--- config.mk ---
export PLATFORM = sky130hd
export DESIGN_NAME = reciprocal_nr
export DESIGN_NICKNAME = d
export VERILOG_FILES = /design/src/rtl/reciprocal_nr.sv
export SDC_FILE = /design/constraint.sdc
export NUM_CORES = 2
export LEC_CHECK = 0
export CAP_MARGIN = 25
export CORE_MARGIN = 3
export CORE_UTILIZATION = 40
export DETAILED_ROUTE_END_ITERATION = 8
export GPL_TIMING_DRIVEN = 0
export SLEW_MARGIN = 5
export SYNTH_ARGS = -nofsm -noshare
export SYNTH_HDL_FRONTEND = slang
export SYNTH_SLANG_ARGS = --single-unit
--- constraint.sdc ---
create_clock -name clk -period 10 [get_ports clk]
set_input_delay 2 -clock clk [delete_from_list [all_inputs] [get_ports clk]]
set_output_delay 2 -clock clk [all_outputs]
set_load 0.005 [all_outputs]
--- src/rtl/reciprocal_nr.sv ---
// Iterative Newton-Raphson reciprocal of a signed fixed-point operand.
// The operand magnitude is normalised into [0.5,1) using a leading-zero
// count, a linear seed is refined ITERS times in unsigned Q2.16, and the
// estimate is shifted back into the operand format with saturation.

// Leading-zero counter; an all-zero input reports Width.
module lzc #(
  parameter int unsigned Width = 18,
  parameter int unsigned CntW  = $clog2(Width + 1)
) (
  input  logic [Width-1:0] data_i,
  output logic [CntW-1:0]  cnt_o
);

  // Scan LSB to MSB so the highest set bit has the final say.
  always_comb begin
    cnt_o = CntW'(Width);
    for (int i = 0; i < Width; i++) begin
      if (data_i[i]) cnt_o = CntW'(Width - 1 - i);
    end
  end

endmodule

module reciprocal_nr #(
  parameter int unsigned QM    = 9,
  parameter int unsigned QN    = 10,
  parameter int unsigned ITERS = 3
) (
  input  logic             clk,
  input  logic             reset_n,
  input  logic             start,
  input  logic [QM+QN-1:0] i_data,
  output logic             busy,
  output logic             done,
  output logic [QM+QN-1:0] o_data,
  output logic             o_sat,
  output logic             o_div0
);

  localparam int unsigned W     = QM + QN;
  localparam int unsigned MagW  = W - 1;                 // unsigned magnitude / Q0.MagW mantissa
  localparam int unsigned LzW   = $clog2(MagW + 1);
  localparam int unsigned XW    = 18;                    // Q2.16 estimate
  localparam int unsigned PW    = MagW + XW;             // full product width
  localparam int unsigned IterW = $clog2(ITERS + 1);
  // Leading-zero count at which the Q2.16 estimate is already in the output format.
  localparam int          Pivot = int'(MagW) + 16 - 2 * int'(QN);
  // Wide enough for the largest left shift (zero operand, lz = MagW).
  localparam int unsigned RW    = XW + MagW - 1 - 13 + 2 * QN - 16;

  // 48/17 and 32/17 in Q2.16 (12-bit-precision constants padded with zeros).
  localparam logic [XW-1:0] SeedOff   = 18'h2D2D0;
  localparam logic [XW-1:0] SeedSlope = 18'h1E1E0;
  localparam logic [XW-1:0] Two       = 18'h20000;

  typedef enum logic [2:0] {
    StIdle,
    StNorm,
    StSeed,
    StItA,
    StItB,
    StDenorm
  } state_e;

  state_e            state_q, state_d;
  logic              sign_q, sign_d;
  logic [MagW-1:0]   mag_q, mag_d;
  logic [LzW-1:0]    lz_q, lz_d;
  logic [MagW-1:0]   m_q, m_d;
  logic              zero_q, zero_d;
  logic [XW-1:0]     x_q, x_d;
  logic [XW-1:0]     t_q, t_d;
  logic [IterW-1:0]  iter_q, iter_d;
  logic              busy_q, busy_d;
  logic              done_q, done_d;
  logic [W-1:0]      data_q, data_d;
  logic              sat_q, sat_d;
  logic              div0_q, div0_d;

  logic [MagW-1:0]   mag_in;
  logic [LzW-1:0]    lz_c;
  logic [MagW-1:0]   m_norm;
  logic [XW-1:0]     seed_term;
  logic [XW-1:0]     x_seed;
  logic [XW-1:0]     mx_term;
  logic [XW-1:0]     t_next;
  logic [XW-1:0]     x_next;
  logic [RW-1:0]     r_wide;
  logic              res_sat;
  logic [MagW-1:0]   res_mag;
  logic [W-1:0]      res_data;

  lzc #(
    .Width (MagW),
    .CntW  (LzW)
  ) u_lzc (
    .data_i (mag_q),
    .cnt_o  (lz_c)
  );

  // Operand magnitude; the most negative code has no positive twin and clips to all-ones.
  always_comb begin
    if (!i_data[W-1]) begin
      mag_in = i_data[MagW-1:0];
    end else if (i_data[MagW-1:0] == '0) begin
      mag_in = '1;
    end else begin
      mag_in = MagW'(W'(0) - i_data);
    end
  end

  // Arithmetic for each state; every product is truncated back to Q2.16.
  always_comb begin
    m_norm    = mag_q << lz_c;
    seed_term = XW'((PW'(SeedSlope) * PW'(m_q)) >> MagW);
    x_seed    = SeedOff - seed_term;
    mx_term   = XW'((PW'(m_q) * PW'(x_q)) >> MagW);
    t_next    = (mx_term >= Two) ? '0 : (Two - mx_term);
    x_next    = XW'((PW'(x_q) * PW'(t_q)) >> 16);
  end

  // Undo the normalisation, saturate out-of-range or zero results, reapply the sign.
  always_comb begin
    if (int'(lz_q) >= Pivot) begin
      r_wide = RW'(x_q) << (int'(lz_q) - Pivot);
    end else begin
      r_wide = RW'(x_q) >> (Pivot - int'(lz_q));
    end
    res_sat  = zero_q || (r_wide[RW-1:MagW] != '0) || (r_wide == '0);
    res_mag  = res_sat ? '1 : r_wide[MagW-1:0];
    res_data = sign_q ? (W'(0) - {1'b0, res_mag}) : {1'b0, res_mag};
  end

  // FSM next-state and register updates; every sequence has the same length.
  always_comb begin
    state_d = state_q;
    sign_d  = sign_q;
    mag_d   = mag_q;
    lz_d    = lz_q;
    m_d     = m_q;
    zero_d  = zero_q;
    x_d     = x_q;
    t_d     = t_q;
    iter_d  = iter_q;
    busy_d  = busy_q;
    done_d  = 1'b0;
    data_d  = data_q;
    sat_d   = sat_q;
    div0_d  = div0_q;
    unique case (state_q)
      StIdle: begin
        if (start) begin
          sign_d  = i_data[W-1];
          mag_d   = mag_in;
          iter_d  = '0;
          busy_d  = 1'b1;
          state_d = StNorm;
        end
      end
      StNorm: begin
        lz_d    = lz_c;
        m_d     = m_norm;
        zero_d  = (lz_c == LzW'(MagW));
        state_d = StSeed;
      end
      StSeed: begin
        x_d     = x_seed;
        state_d = StItA;
      end
      StItA: begin
        t_d     = t_next;
        state_d = StItB;
      end
      StItB: begin
        x_d    = x_next;
        iter_d = iter_q + 1'b1;
        if (iter_q == IterW'(ITERS - 1)) begin
          state_d = StDenorm;
        end else begin
          state_d = StItA;
        end
      end
      StDenorm: begin
        data_d  = res_data;
        sat_d   = res_sat;
        div0_d  = zero_q;
        done_d  = 1'b1;
        busy_d  = 1'b0;
        state_d = StIdle;
      end
      default: begin
        state_d = StIdle;
      end
    endcase
  end

  // State register.
  always_ff @(posedge clk or negedge reset_n) begin
    if (!reset_n) begin
      state_q <= StIdle;
    end else begin
      state_q <= state_d;
    end
  end

  // Datapath and output registers; reset aborts any operation in flight.
  always_ff @(posedge clk or negedge reset_n) begin
    if (!reset_n) begin
      sign_q <= 1'b0;
      mag_q  <= '0;
      lz_q   <= '0;
      m_q    <= '0;
      zero_q <= 1'b0;
      x_q    <= '0;
      t_q    <= '0;
      iter_q <= '0;
      busy_q <= 1'b0;
      done_q <= 1'b0;
      data_q <= '0;
      sat_q  <= 1'b0;
      div0_q <= 1'b0;
    end else begin
      sign_q <= sign_d;
      mag_q  <= mag_d;
      lz_q   <= lz_d;
      m_q    <= m_d;
      zero_q <= zero_d;
      x_q    <= x_d;
      t_q    <= t_d;
      iter_q <= iter_d;
      busy_q <= busy_d;
      done_q <= done_d;
      data_q <= data_d;
      sat_q  <= sat_d;
      div0_q <= div0_d;
    end
  end

  assign busy   = busy_q;
  assign done   = done_q;
  assign o_data = data_q;
  assign o_sat  = sat_q;
  assign o_div0 = div0_q;

endmodule

== Yosys cells after proc, flatten, opt, wreduce, memory -nomap -nowiden ==
Cells that the tools add are included.

* Shifts and indexed selects: 3
* Equal/unequal tests: 8
* Muxes and demuxes: 33
* Bitwise operators: 0
* $lt $le $gt $ge: 2
* Multipliers: 3
* Div/mod/pow operators: 0
* Reduce and logical (&&, ||, !) cells: 12
* Add/sub/neg operators: 7

{| class="wikitable"
|+ Operators by type and width
! cell !! number
|-
| $mux W5 || 16
|-
| $mux W18 || 4
|-
| $mul A18 B18 Y36 || 1
|-
| $pmux W18 S2 || 1
|-
| $mul A18 B18 Y34 || 1
|-
| $shl A18 B32 Y26 || 1
|-
| $shr A18 B32 Y26 || 1
|-
| $mul A12 B18 Y30 const A || 1
|-
| $logic_not A26 Y1 || 1
|-
| $mux W26 || 1
|-
| $mux W19 || 1
|-
| $sub A1 B18 Y19 const A || 1
|-
| $ge A18 B18 Y1 const B || 1
|-
| $logic_not A18 Y1 || 1
|-
| $shl A18 B5 Y18 || 1
|-
| $sub A1 B18 Y18 const A || 1
|-
| $sub A18 B17 Y18 const A || 1
|-
| $sub A18 B18 Y18 const A || 1
|-
| $pmux W3 S5 || 1
|-
| $reduce_bool A8 Y1 || 1
|-
| $eq A3 B2 Y1 const B || 2
|-
| $eq A3 B3 Y1 const B || 2
|-
| $mux W2 || 3
|-
| $mux W3 || 2
|-
| other kinds (15) || 21
|}

* Memory bits (writable): 0
* Bits of input ports: 22
* Bits in registers: 107
* Logic and storage cells: 82
* Latch bits: 0
* ROM bits: 0
* Memories kept: 0

== Longest topological paths before layout ==
* Word-level depth: 19
* Gate-level depth with buffers: 28

== By module ==
Synthesis repeated with hierarchy kept, for this count alone.

* Cells, all modules: 3762
* Area total of the unflattened synthesis: 32444.9 um2

{| class="wikitable"
|+ Modules (own cells, without submodules)
! module !! sequential area each (um2) !! instances !! cells each !! area an instance (um2)
|-
| reciprocal_nr || 2677.6 || 1 || 3730 || 32255.9
|-
| lzc || 0.0 || 1 || 32 || 188.9
|}

== Least setup slack after synthesis ==
Ideal clock, no wire load.

* Kind: register -> register
* From: register m_q[7]
* To: register t_q[16]
* Path buffers: 2
* Cell stages (with the launch flop): 27
* Data arrival time: 7.289 ns
* Slack: 2.590 ns
* Library setup time: 0.121 ns
* Period minus slack after synthesis: 7.410 ns
* Required time: 9.879 ns
* Path through: dfrtp_1 > clkbuf_1 > clkbuf_1 > nand2_1 > fa_1 > inv_1 > fa_1 > inv_1 > fa_1 > inv_1 > fa_1 > fa_1 > inv_1 > fa_1 > inv_1 > ha_1 > and3_1 > o211a_1 > o41a_1 > a31oi_1 > o21ai_0 > o21a_1 > or4_4 > o32a_1 > nor3_2 > xor2_1 > a22o_1

* Longest elaborated chain between the ends: 3
* Elaborated cells between the ends (all ways): 4
* Those cells by class: add/sub (1); mul (1); order compare (1); mux (1)

{| class="wikitable"
|+ RTL lines
! what !! RTL line !! source
|-
| start, declared || 70 || <nowiki>logic [MagW-1:0] m_q, m_d;</nowiki>
|-
| start signal, assigned || 227 || <nowiki>m_q <= m_d;</nowiki>
|-
| $mul A18 B18 Y36 * || 118 || <nowiki>mx_term = XW'((PW'(m_q) * PW'(x_q)) >> MagW);</nowiki>
|-
| $sub A18 B18 Y18 / $ge A18 B18 Y1 (equally long branches) || 119 || <nowiki>t_next = (mx_term >= Two) ? '0 : (Two - mx_term);</nowiki>
|-
| $mux W18 * || 119 ||
|-
| end signal, assigned || 230 || <nowiki>t_q <= t_d;</nowiki>
|-
| end, declared || 73 || <nowiki>logic [XW-1:0] t_q, t_d;</nowiki>
|}

Mark *: on every way between the ends. The rest lies on a longest branch, timed or not.
A chain may end at the register's enable or synchronous reset.

== Worst setup path in the final report ==
* From: register m_q[9]
* To: register t_q[16]

The elaborated chain is that of the path after synthesis.

==> results.md <==
* Synth unique cells at 101
* Max cap viols at 0
* Iteration-0 DRC Markers at 2129
* Adder-Cell Fraction of Synth Area at 0.471
* Die W at 290 microns
* Slew HR at 0.280
* Fin crit period at 9380 ps
* Arrival @ worst endpoint at 9640 ps
* Syn. warnings at 0
* Most common cell in the netlist: inv_1
* TritonCTS clock tree: built
* Clock transition at path regs at 100 ps
* WL final at 99000 microns
* Main synth FF type: dfrtp_1
* Clock Sinks at 107
* Max incr delay on CP at 730 ps
* Die height at 290 microns
* Hold Violations, Final at 0
* Cells after synthesis at 3746
* Compound-Gate Fraction of Synth Area at 0.117
* CP startpoint kind: flop
* CP dominant cell by count: fa_1
* GP Congestion at 0.923
* Initial core utilization at 0.406
* Root buffer cell: clkbuf_16
* Min-delay worst type: reg -> reg
* Post-DP HPWL at 81700 microns
* NumNets Final at 4693
* Post-Syn Nets at 4635
* Final period utilization at 0.938
* Drc violations at 0
* Fraction of layout cells with a size suffix above 1 at 0.0284
* Num CTS Buffers at 9
* Largest area contributor in the netlist: fa_1
* Final setup violation count at 0
* XOR/XNOR share of the synthesized area at 0.0269
* Synth-to-layout area growth at 6.56%
* Total track usage at 0.239
* Vias in the first global route at 27200
* Area share of and/or/nand/nor cells after synthesis at 0.172
* Final slew viol count at 0
* Asr flop ratio synth at 1.00
* Rows at 103
* Final ANT Viol Nets at 0
* # port buffers at 43
* CP bufs+invs at 6
* Setup repair bufs after CTS at 0
* Post-synthesis sequential area ratio at 0.0830
* Via density at 5.46
* Critical Path Fanout Max at 10
* CP Capture Type: flop
* Initial antenna violation count at 2
* FMAX at 0.107 GHz
* WS Path Type: reg -> reg
* Status: complete, no violations
* Cts hold-fix bufs at 0
* Max stage delay cell, worst path: clkbuf_1
* FF+latch count, synth at 107
* Placeable Area at 79500 sq um
* WP data required at 10260 ps
* Vias post-DR at 26500
* First drt pass iteration count at 6
* Placed insts at 4843
* Non-filler cells in the finished layout at 4859
* Max clock buf depth at 2
* Post-synth EDFFs at 0
* Worst skew pair latency at 390 ps
* Largest family of logic cells by synthesized area: adder cells
* Routed length per instance at 20.4 microns
* Delay-heaviest family, CP: adder cells
* Grt ovf at 0
* Mux share of post-synthesis cell area at 0.0213
* # IOs at 45
* Largest net degree at the start of global routing at 87
* Setup TNS at 0 ps
* Worst-Margin Slew at 1080 ps
* H-tree Lvls at 3
* Synth top area share at 0.359
* Clock skew at 25.8 ps
* Synth Cell Area at 32300 sq um
* Synthesized area per cell at 8.62 sq um
* Top cells by count, synth: inv_1 (706), fa_1 (578), nand2_1 (546)
* Die ar. at 84100 sq um
* First-pass GRT wire length at 158000 microns
* Post-CTS sizing at 0
* RSZ-0062 raised after global routing: no
* Antenna Cells at 0
* Top post-synthesis cells by area: fa_1 (36%), ha_1 (11%), dfrtp_1 (8.3%), inv_1 (8.2%), nand2_1 (6.4%)
[tightest hold or removal path: stages (launching register included)]
cell and delay, ps:
dfrtp_1 350, nand2_1 50, o21ai_0 60
[per-stage QoR]
stage	setup WS (ps)	instance area, sq um	utilization	hold slack (ps)
detailed placement	731	34100	0.429	465
finish	622	34400	0.433	485
global route	146	34400	0.433	503
global placement	579	34000	0.428	461
floorplan	2590	32300	-	461
CTS	645	34400	0.433	489
[path summary, 6_finish.rpt]
| path | from | endpoint | slack (ps) | cells after the start |
|---|---|---|---|---|
| setup / recovery | m_q[9] | t_q[16] | 620 | 25 |
| hold / removal | o_sat | o_sat | 490 | 2 |
| setup reg to reg | m_q[9] | t_q[16] | 620 | 25 |
| hold reg to reg | o_sat | o_sat | 490 | 2 |
| max in group asynchronous | reset_n | t_q[0] | 7770 | 2 |
| min in group asynchronous | reset_n | o_data[17] | 1440 | 1 |
[placed cells by master (no fill, tap or decap), types with 30 or more instances in the layout]
master | Yosys | final
inv_1 | 706 | 706
fa_1 | 578 | 578
nand2_1 | 546 | 546
ha_1 | 289 | 289
and2_1 | 239 | 239
clkbuf_1 | 187 | 187
nor2_1 | 136 | 136
a21oi_1 | 120 | 120
dfrtp_1 | 107 | 107
o21ai_0 | 78 | 78
xnor2_1 | 59 | 59
nor3_1 | 45 | 45
clkdlybuf4s50_1 | 0 | 42
xor2_1 | 40 | 40
nand3_1 | 39 | 39
mux2i_1 | 36 | 36
a211oi_1 | 30 | 30
[metal layers]
metal,routed length (microns),GRT usage,vias to the layer above
li1,-,-,12000
met1,43300,0.333,13400
met2,44300,0.374,985
met3,7610,0.0445,169
met4,3860,0.0782,0
met5,0,0,-
[cells by family (layout without fill, tap and decap cells)]
group	after synthesis	in the layout
flip-flops	107	107
buffers and inverters	925	988
AND/OR/NAND/NOR	1156	1156
adder cells (fa/ha/maj)	867	867
XOR/XNOR	99	99
multiplexers	55	55
AO/OA/AOI/OAI	537	537
[area by class of cell]
type | instances | area [sq um]
flip-flops and latches | 107 | 2680
plain buffers | 217 | 881
multi-input cells | 2714 | 26100
well taps | 1050 | 1310
inverters | 708 | 2660
clock inverters | 7 | 88.8
repair buffers | 47 | 490
clock buffers | 9 | 225
fillers | 7900 | 45100
[registers in the layout (all words and copies together) (netlist names), 2 cells and up]
| register | count |
|---|---|
| x_q | 18 |
| lz_q | 5 |
| mag_q | 18 |
| t_q | 18 |
| m_q | 18 |
| o_data | 19 |
| state_q | 3 |
| iter_q | 2 |
Power is not shown: default switching activity piles up to over one toggle a cycle in this logic, so the estimate is an artifact.
